<file path="src/rtl/sprite_fetch_arbiter.sv">
// Two-requester round-robin burst fetcher: reads consecutive words from an
// asynchronous sprite ROM and streams them out through a one-entry output register.
module sprite_fetch_arbiter #(
  parameter int WIDTH = 8,
  parameter int ADDRW = 8,
  parameter int LENW  = 5
) (
  input  logic             clk,
  input  logic             rst_n,
  input  logic             req0_valid,
  input  logic [ADDRW-1:0] req0_base,
  input  logic [LENW-1:0]  req0_len,
  output logic             req0_ready,
  input  logic             req1_valid,
  input  logic [ADDRW-1:0] req1_base,
  input  logic [LENW-1:0]  req1_len,
  output logic             req1_ready,
  output logic [ADDRW-1:0] rom_addr,
  input  logic [WIDTH-1:0] rom_data,
  output logic             out_valid,
  input  logic             out_ready,
  output logic [WIDTH-1:0] out_data,
  output logic             out_id,
  output logic             out_last,
  output logic             busy
);

  // Handshakes: a transfer happens on a rising edge where valid and ready are both
  // high. reqN_ready is combinational and only ever raised in IDLE for a valid
  // requester; out_valid never depends on out_ready and holds until the beat transfers.

  typedef enum logic {IDLE = 1'b0, FETCH = 1'b1} state_t;

  state_t           state, state_nx;
  logic             prio;        // 0: req0 wins a tie, 1: req1 wins a tie
  logic             id_q;
  logic [LENW-1:0]  len_q;
  logic [LENW-1:0]  cnt;         // words captured so far in this burst
  logic             grant;
  logic             grant_id;
  logic [LENW-1:0]  grant_len;
  logic [ADDRW-1:0] grant_base;
  logic             advance;

  assign advance = !out_valid || out_ready;
  assign busy    = (state == FETCH);

  always_ff @(posedge clk or negedge rst_n) begin
    if (!rst_n) state <= IDLE;
    else        state <= state_nx;
  end

  always_comb begin
    state_nx   = state;
    grant      = 1'b0;
    grant_id   = 1'b0;
    grant_len  = '0;
    grant_base = '0;
    req0_ready = 1'b0;
    req1_ready = 1'b0;
    case (state)
      IDLE: begin
        if (rst_n && (req0_valid || req1_valid)) begin
          grant      = 1'b1;
          grant_id   = !(req0_valid && (!req1_valid || !prio));
          grant_len  = grant_id ? req1_len : req0_len;
          grant_base = grant_id ? req1_base : req0_base;
          req0_ready = !grant_id;
          req1_ready = grant_id;
          if (grant_len != '0) state_nx = FETCH;
        end
      end
      FETCH: begin
        if (out_valid && out_ready && out_last) state_nx = IDLE;
      end
      default: state_nx = IDLE;
    endcase
  end

  always_ff @(posedge clk or negedge rst_n) begin
    if (!rst_n) begin
      prio      <= 1'b0;
      id_q      <= 1'b0;
      len_q     <= '0;
      cnt       <= '0;
      rom_addr  <= '0;
      out_valid <= 1'b0;
      out_data  <= '0;
      out_id    <= 1'b0;
      out_last  <= 1'b0;
    end else if (state == IDLE) begin
      if (grant) begin
        prio  <= !grant_id;
        id_q  <= grant_id;
        len_q <= grant_len;
        cnt   <= '0;
        // A zero-length grant leaves the ROM address untouched.
        if (grant_len != '0) rom_addr <= grant_base;
      end
    end else if (advance) begin
      if (cnt != len_q) begin
        out_valid <= 1'b1;
        out_data  <= rom_data;
        out_id    <= id_q;
        out_last  <= (cnt + LENW'(1) == len_q);
        cnt       <= cnt + LENW'(1);
        if (cnt + LENW'(1) != len_q) rom_addr <= rom_addr + ADDRW'(1);
      end else begin
        // All words captured; the register drains once the final beat is taken.
        out_valid <= 1'b0;
        out_last  <= 1'b0;
      end
    end
  end

endmodule

</file>
<file path="config.mk">
export PLATFORM = sky130hd
export DESIGN_NAME = sprite_fetch_arbiter
export DESIGN_NICKNAME = d
export VERILOG_FILES = /design/src/rtl/sprite_fetch_arbiter.sv
export SDC_FILE = /design/constraint.sdc
export NUM_CORES = 1
export LEC_CHECK = 0
export BUFFER_PORTS_ARGS = -buffer_cell sky130_fd_sc_hd__buf_2
export CAP_MARGIN = 0
export CORE_MARGIN = 2
export CORE_UTILIZATION = 53
export DETAILED_ROUTE_END_ITERATION = 8
export PLACE_DENSITY = 0.84
export REMOVE_ABC_BUFFERS = 1
export SYNTH_ARGS = -nofsm -noshare
export SYNTH_HDL_FRONTEND = slang
export SYNTH_SLANG_ARGS = --single-unit
</file>
<file path="constraint.sdc">
create_clock -name clk -period 3.9 [get_ports clk]
set_input_delay 0.78 -clock clk [delete_from_list [all_inputs] [get_ports clk]]
set_output_delay 0.78 -clock clk [all_outputs]
set_load 0.005 [all_outputs]
</file>
==> metrics, run 1 <==
status=completed; Slew Viols, Final=0; Worst Path Required=3.12 ns; Congestion Overflow GR=0; Post-Synthesis Cells=182; fin crit share=69.3%; initial drt markers=109; commonest cells after routing, fill and taps aside=buf_2 (60), dfrtp_1 (32), nand2_1 (25); Die ar.=0.00381 mm^2; GR met2 Demand/Resource=42.7%; fmax=370 MHz; ANT nets after route=0; share of total power in combinational logic=49.7%; Max VDD drop=347 uV; crit path max-delay cell type=dfrtp_1; Setup crit end kind=output port; clock-pin transition on the worst setup and hold timing paths=0.09 ns; critical path fanouts, max=17; Switching Share=42.3%; Vias/cell=5.63; # DRC=0; number of global-route vias before repair=1512; cell area power density=780 mW/mm^2; part of the power in registers=38.6%; WP buf/inv=1; CTS H-tree lvls=2; CP Cell Sequence=nor2b_1 -> nand2_1 -> a21oi_1 -> buf_2; GPL Wtd Cong=0.843; die width=61.7 um; post-synthesis average cell area=9.71 um^2; Max-slew headroom=64.2%; pre-CTS setup slack=0.995 ns; core area=0.00310 mm^2; Pleak=1.07 nW; top_reg_cell synth=dfrtp_1; Max-Cap Viols=0; routed vias=1637; Max stage delay on crit path=0.58 ns; skew final=0.00366 ns; final hold violations=0; count of cells resized by post-cts repair=0; detailed-route wire length=4210 um; Rows=20; CTS Buffer Depth=2; layout cell share with drive strength beyond 1=29.1%; setup ws final=1.20 ns; critical path's top delay family=flip-flops; root buffer cell=clkbuf_4; first-pass GRT wire length=7000 um; CTS Sinks=32; Nets=287; DR pass1 iterations=4; initial antenna violation count=0; synthesis-stage register bit count=32; CP Data Arrival Time=1.92 ns; YS warnings=0; Syn-to-layout area delta=23.4%; IO Pins=61; clock network power share=11.8%; Yosys cell types=34; average wire per standard cell=14.5 um; dpl hpwl=3170 um; switching pwr=0.000719 W; crit start category=flip-flop; Clock Latency Late Sink=0.34 ns; commonest non-fill, non-tap cell in the layout=buf_2; setup violators final=0; crit path time final=2.70 ns; initial core utilization=56.9%; Post-synth EDFFs=0; Hold-fix buffers, CTS=0; Num CTS Buffers=5; met1 usage=32.2%; Worst Max-Slew Pin Slew=0.535 ns; fill count=266; n_diodes=0; sequential area share after synthesis=45.3%; Total GRT Usage=25.3%; Die Y=61.7 um; Cell Int Power=0.000981 W; CTS tree=yes; synthesized cell area=0.00177 mm^2; HP Class=in -> async; unrepaired setup endpoints after global routing=false; PortBufs=60; Top Usage Layer GRT=met2; WS Path Type=reg -> out; Post CTS Setup Buffer Count=0; largest net degree at the start of global routing=34; Setup TNS Final=0 ns; post-synthesis async set-or-reset flop share=100%; met3 usage=6.21%
[worst paths after layout]
kind | startpoint | to | slack (ns) | depth (start not counted)
max | busy | req1_ready | 1.20 | 4
min reg2reg | out_data[5] | out_data[5] | 0.49 | 1
min | rst_n | out_valid | 0.47 | 2
min in group clk | out_data[5] | out_data[5] | 0.49 | 1
max reg2reg | busy | rom_addr[5] | 1.23 | 6
max in group asynchronous | rst_n | len_q[2] | 3.14 | 2
[through the flow]
stage               hold WS (ns)  util [%]  power [W]  instances  instance area (um^2)
finish                     0.469      70.3    0.00170        291                  2180
CTS                        0.481      70.3    0.00170        291                  2180
global placement           0.462      68.4    0.00146        283                  2120
detailed placement         0.469      68.4    0.00150        283                  2120
floorplan                  0.462         -    0.00120        175                  1740
global route               0.500      70.3    0.00184        291                  2180
[layout make-up]
class                      count  area (um^2)  share of cell area [%]
clock buffer                   8         58.8                    2.70
inverter                       3         11.3                   0.516
multi-input combinational    140          925                    42.4
sequential                    32          801                    36.7
tap                           44         55.1                    2.52
timing repair buffer          64          330                    15.1
[metal layers]
layer  share of wire, %  up-vias
met4                1.4        0
met3                5.1        8
li1                   -      774
met1                 43      806
met2                 50       49
met5                  0        -
[synthesized netlist by cell type (all sizes together), types with 2 or more instances]
master  count  share of area, %
nand2      25               5.3
a211oi      5               2.1
nand2b      2              0.71
a211o       2               1.1
clkbuf      4              0.85
xnor2       7               3.5
xor2        7               3.5
dfrtp      32                45
mux2       10               6.4
buf         3              0.85
mux2i      12               6.8
nand3       9               2.5
and2        2              0.71
a222oi      2               1.1
o21ai      14               4.0
inv         3              0.64
a22o        4               2.0
a21oi       9               2.5
nor2       14               3.0
ha          2               1.4
nor3        3              0.85
[power groups by stage]
stage / Combinational (W) / Sequential [W] / Clock (W)
global placement: 0.000803 / 0.000653 / 0
detailed placement: 0.000840 / 0.000658 / 0
global route: 0.000938 / 0.000684 / 0.000214
finish: 0.000844 / 0.000656 / 0.000200
CTS: 0.000842 / 0.000653 / 0.000202
floorplan: 0.000563 / 0.000635 / 0
[state kept, by name (all words and copies together), names as in the netlist]
register / count
busy: 1
cnt: 5
id_q: 1
len_q: 5
out_data: 8
out_id: 1
out_last: 1
out_valid: 1
prio: 1
rom_addr: 8
[worst reg2reg max path, cell delays in order, from the launching register on]
cell and delay [ns]:
dfrtp_1 0.58, nor2b_1 0.36, nand2_1 0.41, a22o_1 0.38, a211o_2 0.43, nor4bb_1 0.31
a211o_1 0.14
[cells by family after synthesis]
group | synth area share (%)
simple gates | 16.1
compound gates | 14.7
flops | 45.3
mux | 13.2
xor+xnor | 6.94
buf+inv | 2.34
fa+ha+maj | 1.42
(Power assumes the default switching activity.)
==> run 2: changes to the inputs <==
--- a/config.mk
+++ b/config.mk
@@ -8,9 +8,9 @@
 export BUFFER_PORTS_ARGS = -buffer_cell sky130_fd_sc_hd__buf_2
 export CAP_MARGIN = 0
 export CORE_MARGIN = 2
-export CORE_UTILIZATION = 53
+export CORE_UTILIZATION = 45
 export DETAILED_ROUTE_END_ITERATION = 8
-export PLACE_DENSITY = 0.84
+export PLACE_DENSITY = 0.76
 export REMOVE_ABC_BUFFERS = 1
 export SYNTH_ARGS = -nofsm -noshare
 export SYNTH_HDL_FRONTEND = slang
==> constraint.sdc (replaced) <==
create_clock -name clk -period 2.3 [get_ports clk]
set_input_delay 0.46 -clock clk [delete_from_list [all_inputs] [get_ports clk]]
set_output_delay 0.46 -clock clk [all_outputs]
set_load 0.005 [all_outputs]
==> run 2 against run 1 <==
Count of clock-buffer cells in the layout fell by 2. Total power grew 81%. Worst setup slack worse by 1.1 ns. Highest routed layer unchanged. Register-to-register slack lost 0.98 ns. Die area increased by 17%. Final area is 3.8% higher. Cell count rose by 2.7%. First-iteration DRC count shrank 41%. Critical path type unchanged. Clock power rose to 2.6 times the previous value. Combinational power up 75%. Sequential power rose by 66%. Global-route usage is 3.9 points lower.
==> metrics, run 2 (synthesis results as in run 1) <==
status=completed; Setup crit end kind=output port; PortBufs=60; commonest non-fill, non-tap cell in the layout=buf_2; switching pwr=0.00121 W; Total GRT Usage=21.4%; CP Data Arrival Time=1.71 ns; Clock Latency Late Sink=0.28 ns; fin crit share=94.2%; initial core utilization=47.5%; CTS Buffer Depth=2; clock-pin transition on the worst setup and hold timing paths=0.07 ns; largest net degree at the start of global routing=34; number of global-route vias before repair=1510; cell area power density=1360 mW/mm^2; average wire per standard cell=13.9 um; GPL Wtd Cong=0.852; WS Path Type=reg -> out; WP buf/inv=2; # DRC=0; critical path's top delay family=flip-flops; ANT nets after route=0; count of cells resized by post-cts repair=0; FF/Latch Area=801 um^2; layout cell share with drive strength beyond 1=30.7%; commonest cells after routing, fill and taps aside=buf_2 (60), dfrtp_1 (32), nand2_1 (25); Vias/cell=5.32; Rows=22; IO Pins=61; Setup TNS Final=0 ns; setup violators final=0; final cell count without fillers=299; unrepaired setup endpoints after global routing=false; crit start category=flip-flop; critical path fanouts, max=5; initial antenna violation count=0; Worst Max-Slew Pin Slew=0.494 ns; Pleak=1.11 nW; HP Class=in -> async; Max-slew headroom=67.1%; final hold violations=0; CP Cell Sequence=nor2b_1 -> buf_4 -> nand2_1 -> a21oi_1 -> buf_2; first-pass GRT wire length=6930 um; die width=66.7 um; fmax=462 MHz; fill count=349; CTS tree=yes; initial drt markers=64; Congestion Overflow GR=0; Max VDD drop=732 uV; DP Cell Count=291; CTS H-tree lvls=2; crit path time final=2.17 ns; share of total power in combinational logic=47.8%; dpl hpwl=3220 um; root buffer cell=clkbuf_8; Post CTS Setup Buffer Count=0; DR pass1 iterations=4; Switching Share=39.2%; Max stage delay on crit path=0.44 ns; Nets=291; skew final=0.00467 ns; Num CTS Buffers=5; n_diodes=0; Max-Cap Viols=0; Slew Viols, Final=0; Worst Path Required=1.84 ns; multi-input combinational cell area=925 um^2; clock network power share=16.9%; Hold-fix buffers, CTS=0; Die Y=66.7 um; crit path max-delay cell type=dfrtp_1; Cell Int Power=0.00188 W; largest registers=out_data: 8 flops, rom_addr: 8 flops; CTS Sinks=32; Die ar.=0.00444 mm^2; routed vias=1591; core area=0.00372 mm^2; part of the power in registers=35.3%; Syn-to-layout area delta=28.2%; detailed-route wire length=4140 um
run 2: changes by cell type in the layout (fill, tap and decap cells not counted):
cell       previous run  this run
clkbuf_4              5         0
buf_4                 4         8
clkbuf_8              1         5
bufinv_16             0         1
clkbuf_1              2         1
clkinv_2              0         1
run 2: cell type report:
class | count | area share [%]
Clock buffer | 6 | 3.20
Clock inverter | 2 | 1.55
Inverter | 3 | 0.497
Multi-Input combinational cell | 140 | 40.8
Sequential cell | 32 | 35.4
Tap cell | 48 | 2.65
Timing Repair Buffer | 68 | 15.9
run 2: worst reg2reg max path: stages (launching register included):
cell     delay [ns]
dfrtp_1        0.41
xor2_1         0.31
nor2_1         0.11
a21oi_1        0.42
buf_4          0.32
mux2_1         0.35
run 2: power groups by stage:
stage / clock network, W / registers, W / logic (W)
2_1_floorplan: 0 / 0.00108 / 0.000955
3_3_place_gp: 0 / 0.00109 / 0.00144
3_5_place_dp: 0 / 0.00109 / 0.00148
4_1_cts: 0.000532 / 0.00109 / 0.00149
5_1_grt: 0.000566 / 0.00113 / 0.00166
6_report: 0.000522 / 0.00109 / 0.00148
run 2: path summary, 6_finish.rpt:
| kind | end | startpoint | cells past startpoint | slack [ns] |
|---|---|---|---|---|
| worst max-delay path | req1_ready | busy | 5 | 0.13 |
| worst min-delay path | out_data[5] | rst_n | 2 | 0.22 |
| worst max register to register | out_data[7] | cnt[4] | 5 | 0.25 |
| worst min register to register | out_id | out_id | 1 | 0.48 |
| max in group asynchronous | rom_addr[2] | rst_n | 2 | 1.79 |
| min in group clk | out_data[3] | rom_data[3] | 2 | 0.39 |
run 2: layer usage:
metal / routed length, um / vias to the layer above / track usage (%)
li1: - / 788 / -
met1: 1860 / 755 / 27.7
met2: 2030 / 41 / 35.0
met3: 173 / 7 / 4.90
met4: 82 / 0 / 7.65
met5: 0 / - / 0
run 2: metrics by stage:
stage / power [W] / utilization [%] / area, um^2 / hold WS [ns] / worst slack, ns
2_1_floorplan: 0.00203 / - / 1740 / 0.164 / -0.106
3_3_place_gp: 0.00252 / 58.0 / 2160 / 0.463 / 0.152
3_5_place_dp: 0.00257 / 58.0 / 2160 / 0.469 / 0.0751
4_1_cts: 0.00311 / 60.9 / 2260 / 0.235 / 0.159
5_1_grt: 0.00336 / 60.9 / 2260 / 0.249 / 0.0126
6_report: 0.00309 / 60.9 / 2260 / 0.221 / 0.134
